===== config.mk =====
export PLATFORM = sky130hd
export DESIGN_NAME = blink_core_sched
export DESIGN_NICKNAME = d
export VERILOG_FILES = /design/src/rtl/blink_core_sched.sv
export SDC_FILE = /design/constraint.sdc
export NUM_CORES = 1
export LEC_CHECK = 0
export BUFFER_PORTS_ARGS = -buffer_cell sky130_fd_sc_hd__buf_2
export CAP_MARGIN = 20
export CORE_AREA = 2 2 558 560
export CTS_BUF_LIST = sky130_fd_sc_hd__clkbuf_16
export DETAILED_ROUTE_END_ITERATION = 8
export DIE_AREA = 0 0 560 562
export MAX_ROUTING_LAYER = met4
export PLACE_DENSITY = 0.32
export SETUP_SLACK_MARGIN = 0.3
export SYNTH_ARGS = -nofsm -noshare
export SYNTH_HDL_FRONTEND = slang
export SYNTH_SLANG_ARGS = --single-unit

===== constraint.sdc =====
create_clock -name clk -period 1.9 [get_ports clk]
set_clock_uncertainty 0.05 [all_clocks]
set_input_delay 0.095 -clock clk [delete_from_list [all_inputs] [get_ports clk]]
set_output_delay 0.095 -clock clk [all_outputs]
set_load 0.01 [all_outputs]

===== src/rtl/blink_core_sched.sv =====
// blink_core_sched: round-robin sequencer sharing one Blink_128_256 core
// between two requesters. A job is accepted on valid/ready, the core is
// pulsed through reset, C is captured after CORE_LAT cycles and returned
// on a valid/ready response port. Key register rewrites (K0/K1) are
// granted only while idle so the key never changes under a running job.
//
// Optional feature: define BLINK_SCHED_PERF_EN to add the perf_jobs and
// perf_busy counters. Without the macro those ports and counters are absent.
module blink_core_sched #(
    parameter int N        = 128,
    parameter int TW       = 256,
    parameter int CORE_LAT = 10,
    parameter int CNT_W    = 8
) (
    input  logic              clk,
    input  logic              rst,
    input  logic [1:0]        req_valid,
    output logic [1:0]        req_ready,
    input  logic [1:0]        req_enc,
    input  logic [2*N-1:0]    req_p,
    input  logic [2*TW-1:0]   req_t,
    output logic              rsp_valid,
    input  logic              rsp_ready,
    output logic [N-1:0]      rsp_c,
    output logic              rsp_id,
    input  logic              key_req,
    output logic              key_gnt,
    output logic              core_rst,
    output logic              core_enc,
    output logic [N-1:0]      core_p,
    output logic [TW-1:0]     core_t,
    input  logic [N-1:0]      core_c,
    output logic              busy
`ifdef BLINK_SCHED_PERF_EN
    ,
    output logic [31:0]       perf_jobs,
    output logic [31:0]       perf_busy
`endif
);

    typedef enum logic [2:0] {
        IDLE = 3'd0,
        KEY  = 3'd1,
        LOAD = 3'd2,
        RUN  = 3'd3,
        DONE = 3'd4
    } state_t;

    state_t           state;
    state_t           state_next;

    // Round-robin memory: index of the requester granted most recently.
    logic             last;
    // Counts RUN cycles since the core left reset.
    logic [CNT_W-1:0] cnt;

    logic             sel;
    logic [1:0]       grant;
    logic             accept;
    logic             run_done;
    logic             rsp_done;

    // The capture happens on the last of CORE_LAT RUN cycles.
    assign run_done = (state == RUN) && (cnt == CNT_W'(CORE_LAT - 1));
    assign rsp_done = (state == DONE) && rsp_ready;

    // Arbitration: key requests pre-empt jobs; with both requesters valid
    // the one not served last wins, otherwise the single valid one wins.
    always_comb begin
        sel   = 1'b0;
        grant = 2'b00;
        if ((state == IDLE) && !key_req && !rst) begin
            if (req_valid == 2'b11) begin
                sel = ~last;
            end else begin
                sel = req_valid[1];
            end
            if (req_valid[sel]) begin
                grant = 2'b01 << sel;
            end
        end
    end

    assign req_ready = grant;
    assign accept    = |(req_valid & grant);

    // State register.
    always_ff @(posedge clk) begin
        if (rst) begin
            state <= IDLE;
        end else begin
            state <= state_next;
        end
    end

    // Next-state logic for the job/key sequencing.
    always_comb begin
        state_next = state;
        case (state)
            IDLE: begin
                if (key_req) begin
                    state_next = KEY;
                end else if (accept) begin
                    state_next = LOAD;
                end
            end
            KEY: begin
                if (!key_req) begin
                    state_next = IDLE;
                end
            end
            LOAD: begin
                state_next = RUN;
            end
            RUN: begin
                if (run_done) begin
                    state_next = DONE;
                end
            end
            DONE: begin
                if (rsp_ready) begin
                    state_next = IDLE;
                end
            end
            default: begin
                state_next = IDLE;
            end
        endcase
    end

    // Pointer and response id are updated only by an accepted handshake.
    always_ff @(posedge clk) begin
        if (rst) begin
            last   <= 1'b1;
            rsp_id <= 1'b0;
        end else if (accept) begin
            last   <= sel;
            rsp_id <= sel;
        end
    end

    // Core operands are latched on accept and held for the whole job.
    always_ff @(posedge clk) begin
        if (rst) begin
            core_p   <= '0;
            core_t   <= '0;
            core_enc <= 1'b0;
        end else if (accept) begin
            core_p   <= sel ? req_p[2*N-1:N]   : req_p[N-1:0];
            core_t   <= sel ? req_t[2*TW-1:TW] : req_t[TW-1:0];
            core_enc <= req_enc[sel];
        end
    end

    // Latency counter: cleared while the core is in reset, counts in RUN.
    always_ff @(posedge clk) begin
        if (rst) begin
            cnt <= '0;
        end else if (state == LOAD) begin
            cnt <= '0;
        end else if (state == RUN) begin
            cnt <= cnt + 1'b1;
        end
    end

    // Result capture at the end of the core latency window.
    always_ff @(posedge clk) begin
        if (rst) begin
            rsp_c <= '0;
        end else if (run_done) begin
            rsp_c <= core_c;
        end
    end

    // Outputs decoded from the registered state; core reset follows the
    // system reset and is also pulsed for the single LOAD cycle.
    assign rsp_valid = (state == DONE);
    assign key_gnt   = (state == KEY);
    assign busy      = (state != IDLE);
    assign core_rst  = rst || (state == LOAD);

`ifdef BLINK_SCHED_PERF_EN
    // Free-running wrap-around counters of completed jobs and busy cycles.
    always_ff @(posedge clk) begin
        if (rst) begin
            perf_jobs <= '0;
            perf_busy <= '0;
        end else begin
            if (rsp_done) begin
                perf_jobs <= perf_jobs + 32'd1;
            end
            if (busy) begin
                perf_busy <= perf_busy + 32'd1;
            end
        end
    end
`else
    logic unused_done;
    assign unused_done = rsp_done;
`endif

endmodule


==> summary.txt <==
Timing
  • Slew headroom: 49.05%
  • WHS: -0.2012 ns
  • Setup WS post-layout: -0.4071 ns
  • # setup viols final: 397
  • Fmax: 433.5 MHz
  • Fin. Hold Viols: 2
  • Worst Tran Pin Value: 0.7643 ns
  • Crit share post-route: 121.4%
  • RSZ-0062 raised after global routing: true
  • Crit path time final: 2.307 ns
  • Pins Over Slew Limit: 0

Place
  • Cells after DPL: 8040
  • DP Worst Slack: -0.1308 ns
  • GP Congestion: 1.005
  • I/O Buffers: 1423
  • HPWL Detailed: 181.4 mm

Critical path
  • CP required: 1.75 ns
  • WS Path Type: flop to output pin
  • Worst setup EP type: output pin
  • Startpoint Class: flop
  • FF-to-FF Start: state[0]$_SDFFE_PP0P_
  • Critical path startpoint: state[0]$_SDFFE_PP0P_
  • CP Data Arrival Time: 2.16 ns
  • Critical-path maximum fanout: 3

Detailed routing
  • Final Routed Wirelength: 229.7 mm
  • Total number of vias: 31.37k
  • Wire length per cell: 24.75 µm
  • Number of remaining DRC errors: 0
  • Final ANT Viol Nets: 0
  • Vias/cell: 3.380
  • Iter 0 DRT Violations: 1748
  • Detailed Routing Iterations Pass 1: 6

Final layout
  • Fill count: 35.27k
  • Area Growth Syn to Fin: 141.9%
  • Register Area: 10530 µm²
  • Commonest non-fill, non-tap cell in the layout: buf_2
  • Final net count: 5932
  • Fin cells: 9281
  • Commonest cells after routing, fill and taps aside: 1418 x buf_2, 914 x dlygate4sd3_1, 523 x dfxtp_1, 387 x nor2_1, 381 x nand2_1
  • Share of cells above drive strength 1: 44.68%
  • Multi-input logic area: 11630 µm²

Synthesis
  • Async set-reset flop share out of synthesis: 0%
  • Count of cell types in the netlist: 43
  • Post-synthesis sequential area ratio: 50.13%
  • Syn Inst Count: 2557
  • Mapped cell area: 21010 µm²
  • Post-synth top flop: dfxtp_1
  • Synth Register Bits: 526
  • Post-synth EDFFs: 0
  • Synth warnings: 0
  • Syn_nets: 3463
  • Mean Syn Cell Area: 8.215 µm²

Min path
  • Hold Crit Class: primary input to flop
  • Hold path start: key_req

Clock tree
  • Num CTS Buffers: 78
  • CTS tree: built
  • H-tree levels: 3
  • Clock tree buffer depth: 4
  • Hold buffer count at cts: 914
  • Reg clk slew, reported paths: 0.05 ns
  • Root Driver: clkbuf_16
  • Clk_lat worst skew: 0.76 ns
  • TritonCTS Sinks: 526

Die
  • I/O Pins: 1424
  • Chip Width: 560 µm
  • Initial core utilization: 6.812%
  • Chip height: 562 µm
  • Row count: 204
  • DIE AREA: 314700 µm²
  • Core Box Area: 308300 µm²

Global route
  • Grt ovf: 0
  • Initial antenna violation count: 159
  • First-pass GRT wire length: 291.6 mm
  • Largest net degree at the start of global routing: 125
  • Tot GR Track Use: 14.04%
  • Vias in the first global route: 31.59k

Pwr
  • Leakage: 20.79 nW
  • PwrDens: 660.1 nW/µm²
  • Max IR drop VDD: 0.4980 mV

Run status
  • Status: complete, but fails checks
  • Failing checks: negative hold slack, negative setup slack

Flow run
  • Max Cap Viol: 0
[critical path: stages (launching register included)]
cell      delay, ns
dfxtp_2        0.33
nor4_4         0.37
nand3_4        0.13
buf_12         0.16
clkinv_8       0.05
buf_12         0.12
buf_12         0.11
buf_6          0.09
[cells in the mapped netlist (6+ instances only)]
master / count / area, µm²
nand2_1: 588 / 2207
dfxtp_1: 526 / 10530
nor2_1: 394 / 1479
a211oi_1: 222 / 1667
o22ai_1: 221 / 1383
a311oi_1: 163 / 1428
a21oi_1: 131 / 655.6
clkbuf_1: 129 / 484.2
buf_2: 88 / 440.4
buf_4: 27 / 202.7
buf_6: 13 / 146.4
inv_1: 6 / 22.52
[power by group]
group / switching [mW] / internal, mW / leakage, nW
Clock: 6.07 / 8.07 / 1.19
Sequential: 0.290 / 11.5 / 4.28
Combinational: 3.87 / 3.73 / 15.3
Total: 10.2 / 23.3 / 20.8
[final cells by class]
type / instances / area share, %
antenna: 89 / 0.4383
clock buffer: 78 / 3.841
clock inverter: 48 / 0.7115
multi-input combinational: 1765 / 22.88
sequential: 526 / 20.73
timing repair buffer: 2648 / 41.18
inverter: 7 / 0.07632
tap: 4120 / 10.14
[sequential cells by signal, summed over array words and instances (netlist names)]
signal,cells
core_t,256
core_p,128
rsp_c,128
cnt,8
state,3
core_enc,1
last,1
rsp_id,1
[metal layers]
layer / part of all wire [%] / vias up / routed length, µm / GRT usage, %
li1: - / 14190 / - / -
met1: 40 / 15130 / 91390 / 15.83
met2: 46 / 1657 / 105000 / 22.59
met3: 11 / 391 / 24430 / 5.839
met4: 3.9 / 0 / 8859 / 4.077
met5: 0 / - / 0 / -
[what timing repair did]
| action | CTS | global route |
|---|---|---|
| endpoints found under the hold margin | 518 | 2 |
| gates cloned | 27 | 19 |
| resized for setup | 198 | 538 |
| pin swaps | 26 | 215 |
| buffers inserted | 50 | 16 |
| endpoints found under the setup margin | 568 | 565 |
[final timing paths]
check	slack, ns	cells past startpoint	endpoint
max	-0.41	7	req_ready[1]
min reg2reg	0.40	2	rsp_c[108]$_SDFFE_PP0P_
max reg2reg	-0.39	12	core_p[97]$_SDFFE_PP0P_
min	-0.20	5	last$_SDFFE_PP1P_
[logic make-up after synthesis]
kind of cell    Yosys count  share of synthesized area [%]
fa+ha+maj                 2                         0.1191
xor+xnor                  6                         0.2502
buf+inv                 266                          6.225
flops                   526                          50.13
simple gates           1008                          18.41
compound gates          748                          24.82
mux                       1                        0.04765
[stage by stage]
| stage | instance area (µm²) | hold slack [ns] | power (mW) | utilization, % | setup TNS, ns |
|---|---|---|---|---|---|
| after floorplan | 21180 | 0.1779 | 13.83 | - | 0 |
| after global routing | 50780 | -0.2535 | 35.03 | 16.47 | -142.02 |
| after global placement | 34130 | 0.2895 | 16.60 | 11.07 | -13.07 |
| after CTS | 47590 | -0.2888 | 33.60 | 15.43 | -104.82 |
| after detailed placement | 34130 | 0.2936 | 16.61 | 11.07 | -15.41 |
| final | 50820 | -0.2012 | 33.54 | 16.48 | -93.69 |
(Power assumes the default switching activity.)
